<file path="src/rtl/vga_fb_scanout.sv">
// vga_fb_scanout: VGA raster timing and double-buffered 1-bit framebuffer scanout,
// with a two-stage pipeline that keeps sync and colour aligned to the read data.
module vga_fb_scanout #(
    parameter int H_ACTIVE = 640,
    parameter int H_SYNC_START = 656,
    parameter int H_SYNC_END = 751,
    parameter int H_TOTAL = 800,
    parameter int V_ACTIVE = 480,
    parameter int V_SYNC_START = 490,
    parameter int V_SYNC_END = 491,
    parameter int V_TOTAL = 525,
    parameter logic [11:0] FG_COLOR = 12'hFFF,
    parameter logic [11:0] BG_COLOR = 12'h000
) (
    input  logic        CLK_25,
    input  logic        RESET_N,
    output logic        rd_en,
    output logic [11:0] rd_x,
    output logic [11:0] rd_y,
    output logic        rd_buf,
    input  logic        rd_data,
    input  logic        swap_req,
    output logic        swap_ack,
    output logic        frame_start,
    output logic        in_vblank,
    output logic        VGA_HS,
    output logic        VGA_VS,
    output logic [3:0]  VGA_R,
    output logic [3:0]  VGA_G,
    output logic [3:0]  VGA_B
);
    typedef enum logic {IDLE, ACK} state_t;
    state_t state;
    logic [11:0] h_count, v_count;
    logic active, act1, hs1, vs1, h_last, v_last;
    assign h_last = h_count == 12'(H_TOTAL - 1);
    assign v_last = v_count == 12'(V_TOTAL - 1);
    assign active = (h_count < 12'(H_ACTIVE)) && (v_count < 12'(V_ACTIVE));
    assign rd_en = active;
    assign rd_x = active ? h_count : '0;
    assign rd_y = active ? v_count : '0;
    assign in_vblank = v_count >= 12'(V_ACTIVE);
    always_ff @(posedge CLK_25) begin
        if (!RESET_N) begin
            h_count <= '0;
            v_count <= '0;
            act1 <= 1'b0;
            hs1 <= 1'b1;
            vs1 <= 1'b1;
            VGA_HS <= 1'b1;
            VGA_VS <= 1'b1;
            {VGA_R, VGA_G, VGA_B} <= 12'h000;
            frame_start <= 1'b0;
        end else begin
            h_count <= h_last ? '0 : h_count + 12'd1;
            if (h_last)
                v_count <= v_last ? '0 : v_count + 12'd1;
            act1 <= active;
            hs1 <= !(h_count >= 12'(H_SYNC_START) && h_count <= 12'(H_SYNC_END));
            vs1 <= !(v_count >= 12'(V_SYNC_START) && v_count <= 12'(V_SYNC_END));
            VGA_HS <= hs1;
            VGA_VS <= vs1;
            // rd_data answers the read issued one clock earlier, so it pairs with act1
            {VGA_R, VGA_G, VGA_B} <= act1 ? (rd_data ? FG_COLOR : BG_COLOR) : 12'h000;
            frame_start <= h_last && v_last;
        end
    end
    // Flip only on the last clock of the final visible line, so the new buffer starts in vblank
    always_ff @(posedge CLK_25) begin
        if (!RESET_N) begin
            state <= IDLE;
            rd_buf <= 1'b0;
            swap_ack <= 1'b0;
        end else if (state == IDLE) begin
            if (h_last && v_count == 12'(V_ACTIVE - 1) && swap_req) begin
                rd_buf <= ~rd_buf;
                swap_ack <= 1'b1;
                state <= ACK;
            end
        end else begin
            swap_ack <= 1'b0;
            state <= IDLE;
        end
    end
endmodule

</file>
<file path="config.mk">
export PLATFORM = sky130hd
export DESIGN_NAME = vga_fb_scanout
export DESIGN_NICKNAME = d
export VERILOG_FILES = /design/src/rtl/vga_fb_scanout.sv
export SDC_FILE = /design/constraint.sdc
export NUM_CORES = 1
export LEC_CHECK = 0
export ABC_AREA = 0
export CORE_MARGIN = 2
export CORE_UTILIZATION = 30
export DETAILED_ROUTE_END_ITERATION = 10
export HOLD_SLACK_MARGIN = 0.06
export PLACE_DENSITY_LB_ADDON = 0.05
export SYNTH_ARGS = -nofsm -noshare
export SYNTH_HDL_FRONTEND = slang
export SYNTH_SLANG_ARGS = --single-unit
</file>
<file path="constraint.sdc">
create_clock -name CLK_25 -period 2.2 [get_ports CLK_25]
set_input_delay 0.22 -clock CLK_25 [delete_from_list [all_inputs] [get_ports CLK_25]]
set_output_delay 0.22 -clock CLK_25 [all_outputs]
set_load 0.02 [all_outputs]
</file>
==> results.sh <==
export IMPL_path_max_fanout=15
export IMPL_fin_util_pct=40.83
export IMPL_clock_edge_transition_at_the_registers_on_the_reported_setup_and_hold_paths_ps=70
export IMPL_maxCapViolCount=0
export IMPL_clock_sink_count=34
export IMPL_dieHeight_um=82.49
export IMPL_antenna_violations_before_repair=0
export IMPL_setup_viol=0
export IMPL_route_detailed_vias_per_inst=4.857
export IMPL_max_freq_ghz=0.4848
export IMPL_firstDrtPassIters=4
export IMPL_holdCritPathClass="reg -> reg"
export IMPL_insertion_delay_ps=290
export IMPL_cts_root_buf="clkbuf_8"
export IMPL_synth_enable_flop_cells=0
export IMPL_netlist_cell_type_count=34
export IMPL_drt_antenna_violating_nets=0
export IMPL_layout_commonest_cell="dfxtp_1"
export IMPL_pd_cells_nw_per_um2=501.6
export IMPL_regToRegStartpoint="h_count[7]"
export IMPL_layout_filler_cells=624
export IMPL_mostFrequentLayoutCells="33 x dfxtp_1, 22 x and2_1, 21 x clkdlybuf4s50_1"
export IMPL_detail_route_wirelength_um=4850
export IMPL_status="complete, no violations"
export IMPL_vias_in_the_first_global_route=1570
export IMPL_synth_area_um2=1848
export IMPL_unrepaired_setup_endpoints_after_global_routing="false"
export IMPL_timing_final_crit_period_ps=2063
export IMPL_layout_worst_path_cycle_share_pct=93.76
export IMPL_placeableCoreArea_um2=5921
export IMPL_boundaryPins=47
export IMPL_post_cts_setup_buffers=0
export IMPL_layout_cell_share_with_drive_strength_beyond_1_pct=10.58
export IMPL_critical_setup_path_kind="reg -> out"
export IMPL_place_detailed_hpwl_um=3517
export IMPL_synth_yosys_warnings=0
export IMPL_hp_start="hs1"
export IMPL_start_kind="register"
export IMPL_dieArea_um2=6804
export IMPL_syn2layout_area_growth_pct=30.81
export IMPL_floorplan_die_width_um=82.49
export IMPL_final_setup_worst_slack_ps=137.2
export IMPL_seqCellArea_um2=681.9
export IMPL_cts_inserted_buffers=5
export IMPL_gpl_congestion=0.7727
export IMPL_timing_hold_violations_final=0
export IMPL_multi_input_area_um2=996.0
export IMPL_tritoncts="yes"
export IMPL_crit_start="v_count[7]"
export IMPL_grt_start_max_net_pins=19
export IMPL_asyncSetResetFlopFracSynth_pct=0
export IMPL_port_buffers=41
export IMPL_final_max_slew_viol_count=0
export IMPL_pre_cts_slack_ps=145.5
export IMPL_setup_skew_after_layout_ps=5.089
export IMPL_worst_endpoint_required_ps=1980
export IMPL_syn_instance_count=228
export IMPL_leftover_overflow_at_the_end_of_global_routing=0
export IMPL_worst_setup_path_end_kind="output pin"
export IMPL_cp_data_arrival_time_ps=1840
export IMPL_clock_tree_buffer_depth=2
export IMPL_postSynth_topFlopCell="dfxtp_1"
export IMPL_power_ir_vdd_worst_mv=0.2247
export IMPL_initial_utilization_pct=31.21
export IMPL_htree_num_levels=2
export IMPL_wire_length_of_the_first_global_routing_pass_um=7935
export IMPL_finalSetupTns_ps=0
export IMPL_grtUsageTotal_pct=15.50
export IMPL_avgSynthCellArea_um2=8.105
export IMPL_placementRows=28
export IMPL_synth_seq_cells=34
export IMPL_avgRoutedWirePerCell_um=13.90
export IMPL_cts_hold_fix_buffers=0
export IMPL_nets=281
export IMPL_synth_yosys_seq_area_share_pct=36.83
export IMPL_detail_route_iter0_violations=65
export IMPL_vias=1695
export IMPL_power_static_leakage_nw=0.9362
export IMPL_postCtsResizedCells=20
export IMPL_antenna_diode_count=0
export IMPL_drc=0
## cell usage after synthesis, types with 8 or more instances
cell type   n  area (um^2)
inv_1       9        33.78
nand3_1    12        60.06
and2_1     22        137.6
nor3_1      8        40.04
xnor2_1     8        70.07
a21oi_1    14        70.07
dfxtp_1    34        680.7
nor2_1     15        56.30
buf_4      16        120.1
or3_1       8        50.05
nand2_1    18        67.56
nand4_1    10        62.56
## critical path, stage by stage (launching register included)
cell	delay, ps
dfxtp_1	400
and3_4	230
nand2_1	90
and4_1	170
buf_4	180
and2_1	170
dlygate4sd2_1	310
## cells by family (layout without fill, tap and decap cells)
group	after synthesis	count (layout)	synth area share [%]
compound gates	26	26	8.125
fa+ha+maj	4	4	2.708
flops	34	34	36.83
buf+inv	34	76	10.36
simple gates	119	119	37.03
xor+xnor	10	10	4.740
other cells	1	5	0.2029
## final timing paths
path / end / slack (ps) / cells past startpoint
worst max-delay path: rd_x[4] / 140 / 6
worst min-delay path: VGA_HS / 420 / 1
worst max register to register: v_count[10] / 300 / 4
worst min register to register: VGA_HS / 420 / 1
## power breakdown
| part | switching [mW] | internal [mW] |
|---|---|---|
| Sequential | 0.00609 | 0.621 |
| Combinational | 0.0521 | 0.0374 |
| Clock | 0.243 | 0.253 |
## area by class of cell
type,count,share of cell area [%]
tap,75,3.882
inverter,9,1.398
timing repair buffer,59,21.53
clock inverter,1,0.2070
multi-input combinational,164,41.20
clock buffer,7,3.571
sequential,34,28.21
## registers in the layout, indices dropped and copies added, names as in the netlist
signal	count
VGA_HS	1
VGA_R	1
VGA_VS	1
act1	1
frame_start	1
h_count	12
hs1	1
rd_buf	1
state	1
swap_ack	1
v_count	12
vs1	1
## through the flow
stage | total power [mW] | area [um^2] | hold slack, ps | instances
floorplan | 0.7073 | 1863 | 379.2 | 232
global placement | 0.7346 | 2345 | 390.2 | 341
detailed placement | 0.7353 | 2345 | 401.6 | 341
CTS | 1.230 | 2411 | 421.8 | 349
global route | 1.264 | 2417 | 442.1 | 349
finish | 1.212 | 2417 | 419.4 | 349
## per-layer routing
layer | vias up | global-route usage [%] | share of wire, %
met5 | - | 0 | 0
li1 | 859 | - | -
met3 | 7 | 4.022 | 5.6
met1 | 778 | 21.31 | 50
met2 | 51 | 23.06 | 43
met4 | 0 | 6.000 | 1.6
Note: power is estimated with default switching activity, not from simulation.
